--- src/rtl/fir_pkg.sv ---
// fir_pkg: shared state encoding and default geometry for the FIR delay-line controller.
package fir_pkg;

    localparam int ADDR_WIDTH_DEF = 4;
    localparam int DATA_WIDTH_DEF = 16;
    localparam int NTAPS_DEF      = 16;

    typedef enum logic [2:0] {
        IDLE,
        WRITE,
        FETCH,
        STREAM,
        CLEAR
    } state_t;

endpackage

--- src/rtl/fir_dline_ctrl.sv ---
// fir_dline_ctrl: circular-buffer delay line over an external 1-cycle-latency SRAM, streaming NTAPS taps newest first.
// Define FIR_DLINE_CLEAR_EN to zero the whole SRAM after reset before accepting samples.
module fir_dline_ctrl
    import fir_pkg::*;
#(
    parameter int ADDR_WIDTH = ADDR_WIDTH_DEF,
    parameter int DATA_WIDTH = DATA_WIDTH_DEF,
    parameter int NTAPS      = NTAPS_DEF
) (
    input  logic                  clk,
    input  logic                  rst_n,
    input  logic [DATA_WIDTH-1:0] in_data,
    input  logic                  in_valid,
    output logic                  in_ready,
    output logic [ADDR_WIDTH-1:0] sram_addr,
    output logic [DATA_WIDTH-1:0] sram_din,
    output logic                  sram_wr,
    input  logic [DATA_WIDTH-1:0] sram_qout,
    output logic [DATA_WIDTH-1:0] tap_data,
    output logic [ADDR_WIDTH-1:0] tap_idx,
    output logic                  tap_valid,
    input  logic                  tap_ready,
    output logic                  tap_last,
    output logic                  busy
);

    localparam int DEPTH = 1 << ADDR_WIDTH;
    localparam logic [ADDR_WIDTH-1:0] LAST_K = ADDR_WIDTH'(NTAPS - 1);

    generate
        if (NTAPS < 1 || NTAPS > DEPTH) begin : g_bad_ntaps
            $error("fir_dline_ctrl: NTAPS must be in 1..2**ADDR_WIDTH");
        end
    endgenerate

`ifdef FIR_DLINE_CLEAR_EN
    localparam state_t RST_STATE = CLEAR;
`else
    localparam state_t RST_STATE = IDLE;
`endif

    state_t                state_q, state_d;
    logic [ADDR_WIDTH-1:0] wptr_q, wptr_d;
    logic [ADDR_WIDTH-1:0] k_q, k_d;
    logic [DATA_WIDTH-1:0] sample_q, sample_d;
    logic                  last;
    logic                  fire;

    always_comb begin
        last     = k_q == LAST_K;
        fire     = state_q == STREAM && tap_ready;
        state_d  = state_q;
        wptr_d   = wptr_q;
        k_d      = k_q;
        sample_d = sample_q;
        case (state_q)
            IDLE: begin
                if (in_valid) begin
                    sample_d = in_data;
                    state_d  = WRITE;
                end
            end
            WRITE: begin
                k_d     = '0;
                state_d = FETCH;
            end
            FETCH: state_d = STREAM;
            STREAM: begin
                if (tap_ready) begin
                    k_d     = last ? k_q : k_q + 1'b1;
                    wptr_d  = last ? wptr_q + 1'b1 : wptr_q;
                    state_d = last ? IDLE : STREAM;
                end
            end
            // wptr doubles as the clear address and wraps back to 0 on exit
            CLEAR: begin
                wptr_d  = wptr_q + 1'b1;
                state_d = wptr_q == '1 ? IDLE : CLEAR;
            end
            default: state_d = IDLE;
        endcase
    end

    // The look-ahead address on a non-last fire keeps one tap per cycle through the 1-cycle SRAM.
    always_comb begin
        in_ready  = state_q == IDLE;
        busy      = state_q != IDLE;
        sram_wr   = state_q == WRITE || state_q == CLEAR;
        sram_din  = state_q == WRITE ? sample_q : '0;
        sram_addr = state_q == STREAM ? wptr_q - ((fire && !last) ? k_q + 1'b1 : k_q) : wptr_q;
        tap_valid = state_q == STREAM;
        tap_data  = sram_qout;
        tap_idx   = k_q;
        tap_last  = state_q == STREAM && last;
    end

    always_ff @(posedge clk or negedge rst_n) begin
        if (!rst_n) begin
            state_q  <= RST_STATE;
            wptr_q   <= '0;
            k_q      <= '0;
            sample_q <= '0;
        end else begin
            state_q  <= state_d;
            wptr_q   <= wptr_d;
            k_q      <= k_d;
            sample_q <= sample_d;
        end
    end

endmodule
--- config.mk ---
export PLATFORM = sky130hd
export DESIGN_NAME = fir_dline_ctrl
export DESIGN_NICKNAME = d
export VERILOG_FILES = /design/src/rtl/fir_pkg.sv /design/src/rtl/fir_dline_ctrl.sv
export SDC_FILE = /design/constraint.sdc
export NUM_CORES = 1
export LEC_CHECK = 0
export ABC_CLOCK_PERIOD_IN_PS = 2400
export BUFFER_PORTS_ARGS = -buffer_cell sky130_fd_sc_hd__buf_4
export CAP_MARGIN = 20
export CORE_MARGIN = 2
export CORE_UTILIZATION = 42
export CTS_CLUSTER_SIZE = 20
export DETAILED_ROUTE_END_ITERATION = 6
export PLACE_DENSITY = 0.77
export SYNTH_ARGS = -nofsm -noshare
export SYNTH_HDL_FRONTEND = slang
export SYNTH_SLANG_ARGS = --single-unit
--- constraint.sdc ---
create_clock -name clk -period 2.4 [get_ports clk]
set_input_delay 0.48 -clock clk [delete_from_list [all_inputs] [get_ports clk]]
set_output_delay 0.48 -clock clk [all_outputs]
set_load 0.02 [all_outputs]
Yosys cells after proc, flatten, opt, wreduce, memory -nomap -nowiden
Index checks and enable logic that the tools add are counted.
{ "word_totals": {"input_bits": 36, "output_inout_bits": 45, "ff_bits": 27, "n_memories": 0, "mem_bits_rw": 0, "latchBits": 0, "romBits": 0} }
{ "op_classes": {"multipliers": 0, "n_eq_ne": 10, "order_cmp": 0, "div_mod_pow": 0, "muxes": 14, "n_addsub": 3, "reduce_logical": 13, "n_bitwise": 0, "n_shift": 0} }
{ "op_table": {"columns": ["op", "count"], "rows": [
  ["4-bit two-way mux", 6],
  ["16-bit two-way mux", 1],
  ["4-bit case mux with 2 select lines", 2],
  ["3-bit case mux with 5 select lines", 1],
  ["3-bit two-way mux", 3],
  ["4-bit by 1-bit adder with 4-bit output, second input constant", 2],
  ["4-bit equality test, second input constant", 2],
  ["3-bit by 2-bit equality test with 1-bit output, second input constant", 2],
  ["3-bit AND reduction", 2],
  ["2-bit by 1-bit inequality test with 1-bit output, second input constant", 2],
  ["2-bit inequality test, second input constant", 2],
  ["2-bit AND reduction", 2],
  ["2-bit nonzero test", 2],
  ["4-bit subtractor", 1],
  ["3-bit by 1-bit equality test with 1-bit output, second input constant", 1],
  ["3-bit equality test, second input constant", 1],
  ["1-bit logical AND", 3],
  ["3-bit zero test", 1],
  ["3-bit nonzero test", 1],
  ["2-bit two-way mux", 1],
  ["1-bit zero test", 1],
  ["1-bit logical OR", 1]
]} }

Longest topological paths before layout
Gate-level depths: netlist (run 1).
{ "depth": {"depth_word": 6, "depth_mapped": 11, "mapped_depth_nobuf": 10} }

Worst setup path before layout (run 1)
No wires, ideal clock.
{ "synth_timing": {"kind": "register -> output", "startpoint": "register k_q[0], in the netlist tap_idx[0]", "endpoint": "output port sram_addr[2]", "stages_incl_launch_ff": 10, "t_required_ps": 1920, "n_path_buf": 1, "path_slack_ps": -575, "t_arrival_ps": 2495, "path_cell_list": "dfrtp_1 ha_1 clkbuf_1 nand3_2 nand2_1 xnor2_1 ha_1 fa_1 xor2_1 o21ai_0"} }
{ "synth_between": {"elab_chain_cells": 6} }
{ "synth_rtl": {"columns": ["element", "line_no", "rtl"], "rows": [
  ["start: declaration", "fir_dline_ctrl.sv:44", "logic [ADDR_WIDTH-1:0] k_q, k_d;"],
  ["start signal: assignment", "fir_dline_ctrl.sv:106", "k_q <= k_d;"],
  ["parallel branches: the longest is 3 deep, another holds 4-bit by 1-bit adder with 4-bit output", null, null],
  ["4-bit two-way mux (*)", "fir_dline_ctrl.sv:90", "sram_addr = state_q == STREAM ? wptr_q - ((fire && !last) ? k_q + 1'b1 : k_q) : wptr_q;"],
  ["4-bit subtractor (*)", "fir_dline_ctrl.sv:90", null],
  ["4-bit two-way mux (*)", "fir_dline_ctrl.sv:90", null],
  ["end: declaration", "fir_dline_ctrl.sv:15", "output logic [ADDR_WIDTH-1:0] sram_addr,"]
]} }
Every way passes the cells marked *.

Worst setup path in the final report (run 1)
{ "layout_timing": {"startpoint": "register state_q[2]", "endpoint": "output port sram_addr[3]"} }
{ "layout_between": {"elab_chain_cells": 6} }
{ "layout_rtl": {"columns": ["element", "line_no", "rtl"], "rows": [
  ["start: declaration", "fir_dline_ctrl.sv:42", "state_t state_q, state_d;"],
  ["start signal: assignment", "fir_dline_ctrl.sv:104", "state_q <= state_d;"],
  ["3-bit by 2-bit equality test with 1-bit output (*)", "fir_dline_ctrl.sv:51, fir_dline_ctrl.sv:90", null],
  ["1-bit logical AND", "fir_dline_ctrl.sv:51", "fire = state_q == STREAM && tap_ready;"],
  ["1-bit logical AND", "fir_dline_ctrl.sv:90", null],
  ["4-bit two-way mux", "fir_dline_ctrl.sv:90", null],
  ["4-bit subtractor", "fir_dline_ctrl.sv:90", null],
  ["4-bit two-way mux (*)", "fir_dline_ctrl.sv:90", null]
]} }
Mark *: on every way between the ends. The rest lies on a longest branch, timed or not.

==> results of run 1 <==
per-stage QoR:
stage,setup TNS (ns),worst slack [ns],hold WS (ns)
final,-0.937,-0.413,0.109
after global routing,-1.23,-0.525,0.132
after CTS,-0.981,-0.394,0.120
after detailed placement,-0.624,-0.317,0.424
after global placement,-0.595,-0.294,0.418
after floorplan,-0.265,-0.130,0.184
power by group through the flow:
stage | clock (mW) | sequential [mW] | combinational (mW)
floorplan | 0 | 0.612 | 0.699
global placement | 0 | 0.571 | 1.10
detailed placement | 0 | 0.573 | 1.11
CTS | 0.276 | 0.566 | 1.19
global route | 0.293 | 0.571 | 1.32
finish | 0.265 | 0.565 | 1.21
registers in the layout, summed over array words and instances (netlist names):
signal,cells
state_q,3
sample_q,16
wptr_q,4
tap_idx,4
cell usage in the layout (no fill, tap or decap), drive strengths merged, types with 2 or more instances in the layout:
master	synthesis	final
o21bai	2	2
mux2	16	16
ha	5	5
nand4	2	2
clkbuf	5	3
nand3b	2	2
dfrtp	27	27
mux2i	2	2
nand2	8	8
inv	6	6
nor2	5	5
and2	18	18
o21ai	7	7
buf	20	68
a21oi	5	5
nand3	3	3
xnor2	7	7
timing repair:
| action | in CTS | in global routing |
|---|---|---|
| setup endpoints to repair | 4 | 4 |
| hold endpoints to repair | 0 | 0 |
| gates resized for setup | 6 | 2 |
| setup buffers | 0 | 1 |
| pin swaps | 10 | 3 |
worst max-delay path: cells and delay by family (launching register included):
family                   cells  cell delay (ns)
XOR/XNOR                     1             0.13
buffers and inverters        1             0.15
AO/OA/AOI/OAI                2             0.31
multiplexers                 1             0.19
flip-flops                   1             0.39
AND/OR/NAND/NOR              3             0.62
adder cells (fa/ha/maj)      1             0.27
worst paths after layout:
check	start	to	slack (ns)
hold / removal	rst_n	wptr_q[0]$_DFFE_PN0P_	0.11
max in group asynchronous	rst_n	tap_idx[1]$_DFFE_PN0P_	2.01
min in group clk	in_data[10]	sample_q[10]$_DFFE_PN0P_	0.43
hold reg to reg	sample_q[8]$_DFFE_PN0P_	sample_q[8]$_DFFE_PN0P_	0.51
setup / recovery	state_q[2]$_DFFE_PN0P_	sram_addr[3]	-0.41
setup reg to reg	state_q[1]$_DFFE_PN0P_	sample_q[4]$_DFFE_PN0P_	0.47
cells by family after synthesis:
group                      share of synthesized area, %
AOI/OAI and AO/OA                                  7.62
xor gates and xnor gates                           4.14
adders and majority gates                          4.88
buffers and inverters                              12.6
DFF                                                39.9
muxes                                              14.1
and+or+nand+nor                                    16.8
routing by layer:
layer	global-route usage (%)	vias up	share of wire (%)
met5	0	-	0
met4	7.40	0	2.1
met3	1.67	14	3.5
met2	29.4	37	51
met1	21.6	623	44
li1	-	605	-
layout make-up:
cell class	count	area [sq um]
Clock buffer	3	41.3
Tap cell	50	62.6
Inverter	6	22.5
Timing Repair Buffer	68	518
Fill cell	349	1710
Multi-Input combinational cell	99	906
Sequential cell	27	678
Clock inverter	1	7.51
==> summary.md, run 1 <==
| Metric | Value |
|---|---|
| Int Power | 1.26 mW |
| # diodes | 0 |
| Cells after synthesis | 157 |
| Later-pin clock latency in the skew report | 0.27 ns |
| Final hold vios | 0 |
| Switch Pwr | 779 uW |
| Period utilization | 117% |
| Share of synthesized registers carrying an async set or reset | 100% |
| Syn nets | 199 |
| Final Setup Violations | 3 |
| Pre-antenna DRT Iters | 6 |
| Final Instance Area | 2240 sq um |
| Critical path's largest stage delay | 0.39 ns |
| Root Buffer | clkbuf_8 |
| Layout Cells excl Fill | 254 |
| Pleak | 1.09 nW |
| Slew headroom | 72.8% |
| Crit. End Element | primary output |
| Ys flop type | dfrtp_1 |
| Fin nets | 247 |
| Synth Warn # | 0 |
| Peak supply drop | 0.387 mV |
| Unrepaired setup endpoints after global routing | true |
| Final wirelength | 3570 microns |
| Clock power frac | 13.0% |
| Synth unique cells | 42 |
| Post-route core utilization | 56.7% |
| Top cell type's share of synthesized area | 39.9% |
| HPWL after detailed placement | 2630 microns |
| Status | finished, violations left |
| Final Wtd Congestion | 0.746 |
| Vias in the first global route | 1280 |
| CTS tree | built |
| Fmax | 355 MHz |
| Iter 0 DRT Violations | 90 |
| Seq/Total Area, Yosys | 39.9% |
| DIE WIDTH | 67.5 microns |
| Die Ht | 67.5 microns |
| IO Count | 81 |
| First-pass GRT wire length | 5870 microns |
| Hold Buf Count CTS | 0 |
| Cells after DPL | 249 |
| CP arrival | 2.33 ns |
| Overall Power | 2.04 mW |
| Pin count of the biggest net entering global routing | 28 |
| Worst-path maximum fanout | 4 |
| R2R cell count | 6 |
| Synthesized area | 1690 sq um |
| Area grow syn2layout | 32.2% |
| Failing checks | negative setup slack |
| Power per cell area | 910 nW/um^2 |
| Area leader, netlist | dfrtp_1 |
| Final max-slew violation count | 0 |
| Comb power frac | 59.2% |
| Grt total ovfl | 0 |
| Most common cell in the netlist | dfrtp_1 |
| Antenna violations before repair | 0 |
| H-tree levels | 1 |
| Share of post-route cells with drive strength above 1 | 54.9% |
| Clk slew on worst S/H paths | 0.09 ns |
| Switching share of total power | 38.3% |
| Leading cell types by total area after synthesis | dfrtp_1 (40%), mux2_4 (8.9%), buf_4 (7.1%), and2_1 (6.3%), mux2_2 (4.0%) |
| Vias/cell | 5.04 |
| CTS Buffer Depth | 2 |
| DR WL/cell | 14.1 microns |
| Post-DRT Antenna Nets | 0 |
| Synth cell count leaders | dfrtp_1 (27), and2_1 (17), buf_4 (16) |
| Synthesized area per cell | 10.8 sq um |
| Post-DP Area | 2150 sq um |
| GRT Util Overall | 17.0% |
| Max-cap violations | 0 |
| Clk_skew | 0.00130 ns |
| Worst-Margin Slew | 0.406 ns |
| CTS buffer count | 3 |
| Crit-path cells | and4b_2 > a21oi_2 > a31o_2 > ha_4 > nand3b_1 > and3b_1 > mux2i_2 > xnor2_2 > buf_4 |
| Worst hold path type | input pin to asynchronous set/reset pin |
| Vias | 1279 |
| CP startpoint kind | flip-flop |
| Worst Setup Path Type | flip-flop to primary output |
| Initial Util | 42.9% |
| Core box area | 3940 sq um |
| Final setup margin | -0.413 ns |
| Slowest CP cell | dfrtp_1 |
| PortBufs | 48 |
| #FFs+latches synth | 27 |
| Post-synth EDFFs | 0 |
| Die ar. | 4550 sq um |
| Sequential power share | 27.8% |
| Worst endpoint required time | 1.92 ns |
| # DRC | 0 |
| Sinks on the clock net | 27 |
| Site row count | 23 |
| Min cycle time layout | 2.81 ns |
No activity file was read; power rests on OpenSTA's default activity.
==> inputs of run 2 (changes only) <==
CORE_MARGIN = unset   (was 2)
SETUP_SLACK_MARGIN = 0.1   (was unset)
==> run 2 against run 1 <==
Global-route usage increased by 0.87 points. Final cell count fell by 0.39%. Highest routed layer unchanged. Clock power down 2%. The flow still finishes with violations (negative setup slack). Clock skew grew 0.0019 ns. Design area shrank 0.34%.
==> summary.md, run 2 (same netlist as run 1, synthesis figures left out) <==
| Metric | Value |
|---|---|
| Status | finished, violations left (unchanged) |
| Failing checks | negative setup slack (unchanged) |
| DIE WIDTH | 65.5 microns (was 67.5 microns) |
| Max-cap violations | 0 (unchanged) |
| Clock power frac | 12.8% (was 13.0%) |
| Grt total ovfl | 0 (unchanged) |
| Vias | 1287 (was 1279) |
| CP startpoint kind | flip-flop (unchanged) |
| Worst hold path type | input pin to asynchronous set/reset pin (unchanged) |
| Unrepaired setup endpoints after global routing | true (unchanged) |
| Pin count of the biggest net entering global routing | 28 (unchanged) |
| Final Wtd Congestion | 0.811 (was 0.746) |
| Switching share of total power | 38.7% (was 38.3%) |
| Slew headroom | 72.8% (about the same) |
| Fmax | 355 MHz (about the same) |
| Die ar. | 4290 sq um (was 4550 sq um) |
| Most frequent cells in the layout | buf_4 (68), dfrtp_1 (25), and2_1 (17), mux2_4 (10), nand2_1 (7) (was buf_4 (66), dfrtp_1 (25), and2_1 (17), mux2_4 (10), nand2_1 (7)) |
| R2R cell count | 6 (unchanged) |
| Crit. End Element | primary output (unchanged) |
| Final Setup Violations | 3 (unchanged) |
| Reg with most FFs | sample_q (unchanged) |
| Met1 usage | 22.2% (was 21.6%) |
| Pre-antenna DRT Iters | 4 (was 6) |
| Worst-Margin Slew | 0.406 ns (about the same) |
| Root Buffer | clkbuf_8 (unchanged) |
| CTS Buffer Depth | 2 (unchanged) |
| IO Count | 81 (unchanged) |
| Worst r2r src | state_q[1]$_DFFE_PN0P_ (unchanged) |
| Power per cell area | 907 nW/um^2 (was 910 nW/um^2) |
| Post-route core utilization | 59.1% (was 56.7%) |
| Post-DRT Antenna Nets | 0 (unchanged) |
| Fin nets | 248 (was 247) |
| M2 GR Usage | 30.4% (was 29.4%) |
| Min cycle time layout | 2.82 ns (was 2.81 ns) |
| Later-pin clock latency in the skew report | 0.27 ns (about the same) |
| CTS buffer count | 3 (unchanged) |
| Clk_skew | 0.00319 ns (was 0.00130 ns) |
| Final hold vios | 0 (unchanged) |
| Initial Util | 44.9% (was 42.9%) |
| Vias in the first global route | 1337 (was 1280) |
| CTS tree | built (unchanged) |
| Worst Setup Path Type | flip-flop to primary output (unchanged) |
| H-tree levels | 1 (unchanged) |
| FF-to-FF End | sample_q[0]$_DFFE_PN0P_ (was sample_q[4]$_DFFE_PN0P_) |
| Busiest layer in global routing | met2 (unchanged) |
| Worst-path maximum fanout | 9 (was 4) |
| Comb power frac | 59.2% (about the same) |
| Area grow syn2layout | 31.7% (was 32.2%) |
| DR WL/cell | 14.2 microns (was 14.1 microns) |
| Share of post-route cells with drive strength above 1 | 55.1% (was 54.9%) |
| Antenna violations before repair | 0 (unchanged) |
| Vias/cell | 5.09 (was 5.04) |
| M3 GR Usage | 3.65% (was 1.67%) |
| Period utilization | 117% (about the same) |
| Reg2Reg Setup Slack | 0.44 ns (was 0.47 ns) |
| Layout Cells excl Fill | 253 (was 254) |
| Commonest non-fill, non-tap cell in the layout | buf_4 (unchanged) |
| Cells after DPL | 246 (was 249) |
| Iter 0 DRT Violations | 14 (was 90) |
| First-pass GRT wire length | 5930 microns (was 5870 microns) |
| # DRC | 0 (unchanged) |
| Switch Pwr | 783 uW (was 779 uW) |
| Final setup margin | -0.419 ns (was -0.413 ns) |
| GRT Util Overall | 17.9% (was 17.0%) |
| Die Ht | 65.5 microns (was 67.5 microns) |
| Site row count | 22 (was 23) |
| Pleak | 1.09 nW (about the same) |
| Sinks on the clock net | 27 (unchanged) |
| PortBufs | 48 (unchanged) |
| CP arrival | 2.34 ns (was 2.33 ns) |
| # diodes | 0 (unchanged) |
| Peak supply drop | 0.958 mV (was 0.387 mV) |
| Sequential power share | 28.0% (was 27.8%) |
| Core box area | 3770 sq um (was 3940 sq um) |
| HPWL after detailed placement | 2740 microns (was 2630 microns) |
| Final wirelength | 3600 microns (was 3570 microns) |
| Int Power | 1.24 mW (was 1.26 mW) |
| Worst endpoint required time | 1.92 ns (about the same) |
| Pre-CTS setup slack | -0.339 ns (was -0.317 ns) |
| Max reg flops | 16 (unchanged) |
| Clk slew on worst S/H paths | 0.09 ns (about the same) |
| Final max-slew violation count | 0 (unchanged) |
==> run 2: worst max path at each step <==
stage	startpoint	endpoint	slack [ns]	depth (start not counted)
6_report	state_q[2]$_DFFE_PN0P_	sram_addr[3]	-0.42	10
2_1_floorplan	tap_idx[0]$_DFFE_PN0P_	sram_addr[3]	-0.13	11
4_1_cts	state_q[2]$_DFFE_PN0P_	sram_addr[3]	-0.43	10
3_3_place_gp	tap_ready	sram_addr[3]	-0.29	10
5_1_grt	state_q[0]$_DFFE_PN0P_	sram_addr[3]	-0.53	10
3_5_place_dp	tap_ready	sram_addr[3]	-0.34	10
==> run 2: cell type report <==
cell class / instances / area [sq um]
clock buffers: 3 / 41.3
clock inverters: 1 / 5.00
fillers: 299 / 1540
inverters: 6 / 22.5
multi-input cells: 99 / 900
flip-flops and latches: 27 / 678
well taps: 48 / 60.1
repair buffers: 69 / 522
==> run 2: critical path, cell delays in order (launching register included) <==
cell and delay, ns:
dfrtp_1 0.39, buf_4 0.17, nand4b_1 0.22, nor2_2 0.18, a31o_4 0.18, ha_4 0.21
a21oi_2 0.12, a21oi_1 0.09, mux2i_2 0.21, xnor2_2 0.14, buf_4 0.16
==> run 2: routing by layer <==
layer / up-vias / routed length (microns)
li1: 608 / -
met1: 610 / 1480
met2: 57 / 1810
met3: 12 / 254
met4: 0 / 59
met5: - / 0
==> run 2: through the flow <==
stage          TNS (ns)  power (mW)  cell area [sq um]  hold slack (ns)
2_1_floorplan    -0.265        1.31               1780            0.184
3_3_place_gp     -0.585        1.65               2140            0.406
3_5_place_dp     -0.700        1.69               2140            0.411
4_1_cts           -1.07        2.01               2210            0.106
5_1_grt           -1.34        2.15               2230            0.113
6_report          -1.02        2.02               2230           0.0940
==> run 2: power groups by stage <==
| stage | clock network [mW] | registers [mW] | logic, mW |
|---|---|---|---|
| 6_report | 0.260 | 0.565 | 1.20 |
| 5_1_grt | 0.285 | 0.573 | 1.29 |
| 4_1_cts | 0.267 | 0.566 | 1.18 |
| 3_5_place_dp | 0 | 0.573 | 1.12 |
| 2_1_floorplan | 0 | 0.612 | 0.703 |
| 3_3_place_gp | 0 | 0.568 | 1.09 |
==> run 2: repair_timing <==
action / CTS / global route
setup buffers: 1 / 2
pin swaps: 7 / 2
hold buffers: 0 / 0
endpoints found under the setup margin: 4 / 4
resized for setup: 6 / 0
==> inputs of run 3 (changes only) <==
CORE_UTILIZATION = 43   (was 42)
CTS_BUF_LIST = sky130_fd_sc_hd__clkbuf_4 sky130_fd_sc_hd__clkbuf_8   (was unset)
PLACE_DENSITY = 0.78   (was 0.77)
==> run 3 against run 2 <==
The run still ends with negative setup slack left. First-iteration DRC count grew to 3.7 times the previous value. Utilization is 0.77 points higher. Global-route usage is 0.092 points higher. Non-clock buffer count is 3 lower. Flip-flop and latch count stayed put. Combinational power is 3% higher. Register-to-register slack better by 0.10 ns. Fmax is 1.2% lower. Die area is 2.3% lower. Power is 2.0% higher. Worst setup slack worse by 0.035 ns. Critical endpoint unchanged. Largest cell class unchanged. Largest power group unchanged.
==> summary.md, run 3 (same netlist as run 1, synthesis figures left out) <==
| Metric | Value |
|---|---|
| CTS Buffer Depth | 2 (unchanged) |
| Die ar. | 4190 sq um (was 4290 sq um) |
| Worst hold slack | 0.102 ns (was 0.0940 ns) |
| Post-DRT Antenna Nets | 0 (unchanged) |
| Worst-Margin Slew | 0.417 ns (was 0.406 ns) |
| Unrepaired setup endpoints after global routing | true (unchanged) |
| Failing checks | negative setup slack (unchanged) |
| Power per cell area | 927 nW/um^2 (was 907 nW/um^2) |
| Iter 0 DRT Violations | 52 (was 14) |
| Fin nets | 245 (was 248) |
| Period utilization | 119% (was 117%) |
| Clk_skew | 0.00319 ns (about the same) |
| Reg with most FFs | sample_q (unchanged) |
| Share of post-route cells with drive strength above 1 | 55.0% (was 55.1%) |
| PortBufs | 48 (unchanged) |
| DIE WIDTH | 64.7 microns (was 65.5 microns) |
| Reg area | 678 sq um (unchanged) |
| Max-cap violations | 0 (unchanged) |
| Site row count | 22 (unchanged) |
| Vias in the first global route | 1286 (was 1337) |
| Max reg flops | 16 (unchanged) |
| CTS buffer count | 3 (unchanged) |
| CP startpoint kind | flip-flop (unchanged) |
| HPWL after detailed placement | 2590 microns (was 2740 microns) |
| Final hold vios | 0 (unchanged) |
| H-tree levels | 1 (unchanged) |
| CP delay by family, top | simple AND/OR/NAND/NOR gates (unchanged) |
| Peak supply drop | 0.702 mV (was 0.958 mV) |
| Commonest non-fill, non-tap cell in the layout | buf_4 (unchanged) |
| Setup tns final | -1.08 ns (was -1.02 ns) |
| Grt total ovfl | 0 (unchanged) |
| Vias | 1278 (was 1287) |
| Critical path's largest stage delay | 0.40 ns (was 0.39 ns) |
| Die Ht | 64.7 microns (was 65.5 microns) |
| Crit-path cells | and4b_2 > a21oi_2 > a31o_4 > ha_4 > nand3b_1 > and3b_1 > mux2i_2 > xnor2_2 > buf_4 (was buf_4 > nand4b_1 > nor2_2 > a31o_4 > ha_4 > a21oi_2 > a21oi_1 > mux2i_2 > xnor2_2 > buf_4) |
| Most frequent cells in the layout | buf_4 (64), dfrtp_1 (25), and2_1 (17), mux2_4 (10), nand2_1 (7) (was buf_4 (68), dfrtp_1 (25), and2_1 (17), mux2_4 (10), nand2_1 (7)) |
| Worst endpoint required time | 1.92 ns (about the same) |
| Hold Buf Count CTS | 0 (unchanged) |
| Final Setup Violations | 3 (unchanged) |
| Final max-slew violation count | 0 (unchanged) |
| # DRC | 0 (unchanged) |
| Cells after DPL | 243 (was 246) |
| GRT Util Overall | 18.0% (was 17.9%) |
| First-pass GRT wire length | 5890 microns (was 5930 microns) |
| WP buf/inv | 1 (was 2) |
| Pre-CTS setup slack | -0.363 ns (was -0.339 ns) |
| Antenna violations before repair | 0 (unchanged) |
| Worst hold path type | input pin to asynchronous set/reset pin (unchanged) |
| Area grow syn2layout | 31.5% (was 31.7%) |
| Pre-antenna DRT Iters | 4 (unchanged) |
| Final Wtd Congestion | 0.837 (was 0.811) |
| Worst-path maximum fanout | 4 (was 9) |
| IO Count | 81 (unchanged) |
| CTS tree | built (unchanged) |
| Final wirelength | 3540 microns (was 3600 microns) |
| CP arrival | 2.37 ns (was 2.34 ns) |
| Sinks on the clock net | 27 (unchanged) |
| Root Buffer | clkbuf_8 (unchanged) |
| Vias/cell | 5.11 (was 5.09) |
| Slew headroom | 72.0% (was 72.8%) |
| Multi-input gate area | 915 sq um (was 900 sq um) |
| DR WL/cell | 14.2 microns (about the same) |
| # diodes | 0 (unchanged) |
| Slowest CP cell | dfrtp_1 (unchanged) |
| Later-pin clock latency in the skew report | 0.27 ns (about the same) |
| Fillcell total | 326 (was 299) |
| Pleak | 1.08 nW (was 1.09 nW) |
| Layout Cells excl Fill | 250 (was 253) |
| Core box area | 3720 sq um (was 3770 sq um) |
| Fmax | 350 MHz (was 355 MHz) |
| Status | finished, violations left (unchanged) |
| Final setup margin | -0.454 ns (was -0.419 ns) |
| Initial Util | 45.5% (was 44.9%) |
| Min cycle time layout | 2.85 ns (was 2.82 ns) |
| Worst Setup Path Type | flip-flop to primary output (unchanged) |
| Pin count of the biggest net entering global routing | 28 (unchanged) |
| Crit. End Element | primary output (unchanged) |
| Clk slew on worst S/H paths | 0.09 ns (about the same) |
## run 3: changes by cell type in the layout (fill, tap and decap cells not counted), sizes merged
cell	previous run	this run
buf	69	66
## run 3: metrics by stage
| step | utilization [%] | power, mW | cell area (sq um) |
|---|---|---|---|
| global placement | 56.9 | 1.64 | 2110 |
| floorplan | - | 1.31 | 1780 |
| CTS | 59.4 | 2.04 | 2210 |
| detailed placement | 56.9 | 1.68 | 2110 |
| finish | 59.9 | 2.06 | 2220 |
| global route | 59.9 | 2.18 | 2220 |
## run 3: path summary, 6_finish.rpt
kind | startpoint | endpoint | slack (ns) | cells past startpoint
worst max-delay path | state_q[2]$_DFFE_PN0P_ | sram_addr[3] | -0.45 | 9
worst min-delay path | rst_n | tap_idx[3]$_DFFE_PN0P_ | 0.10 | 1
worst max register to register | state_q[0]$_DFFE_PN0P_ | sample_q[1]$_DFFE_PN0P_ | 0.54 | 5
worst min register to register | sample_q[5]$_DFFE_PN0P_ | sample_q[5]$_DFFE_PN0P_ | 0.50 | 1
max in group asynchronous | rst_n | tap_idx[1]$_DFFE_PN0P_ | 2.02 | 1
min in group clk | in_data[12] | sample_q[12]$_DFFE_PN0P_ | 0.43 | 2
## run 3: per-layer routing
| layer | share of wire (%) | track usage, % | wire length (microns) | up-vias |
|---|---|---|---|---|
| li1 | - | - | - | 603 |
| met1 | 41 | 23.0 | 1470 | 613 |
| met2 | 51 | 30.9 | 1810 | 56 |
| met3 | 6.6 | 3.35 | 233 | 6 |
| met4 | 0.76 | 5.00 | 27 | 0 |
| met5 | 0 | 0 | 0 | - |
## run 3: area by class of cell
class / count / area share [%]
clock buffers: 3 / 1.86
clock inverters: 1 / 0.225
inverters: 6 / 1.01
multi-input cells: 99 / 41.1
flip-flops and latches: 27 / 30.5
well taps: 48 / 2.70
repair buffers: 66 / 22.6
## run 3: worst register-to-register path, cell delays in order, from the launching register on
cell     delay (ns)
dfrtp_1        0.42
buf_4          0.18
or3_4          0.40
inv_2          0.07
and2_4         0.31
mux2_2         0.38
## run 3: report_power, final
group          leakage (nW)  switching, mW  total, mW  internal (mW)
registers             0.358         0.0578      0.563          0.505
logic                 0.701          0.597       1.24          0.646
clock network        0.0255          0.139      0.255          0.116
total                  1.08          0.794       2.06           1.27
## run 3: timing repair
action                     in CTS  in global routing
setup buffers                   3                  0
resized for setup               7                  2
gates cloned                    0                  0
setup endpoints to repair       4                 20
pin swaps                      11                  4
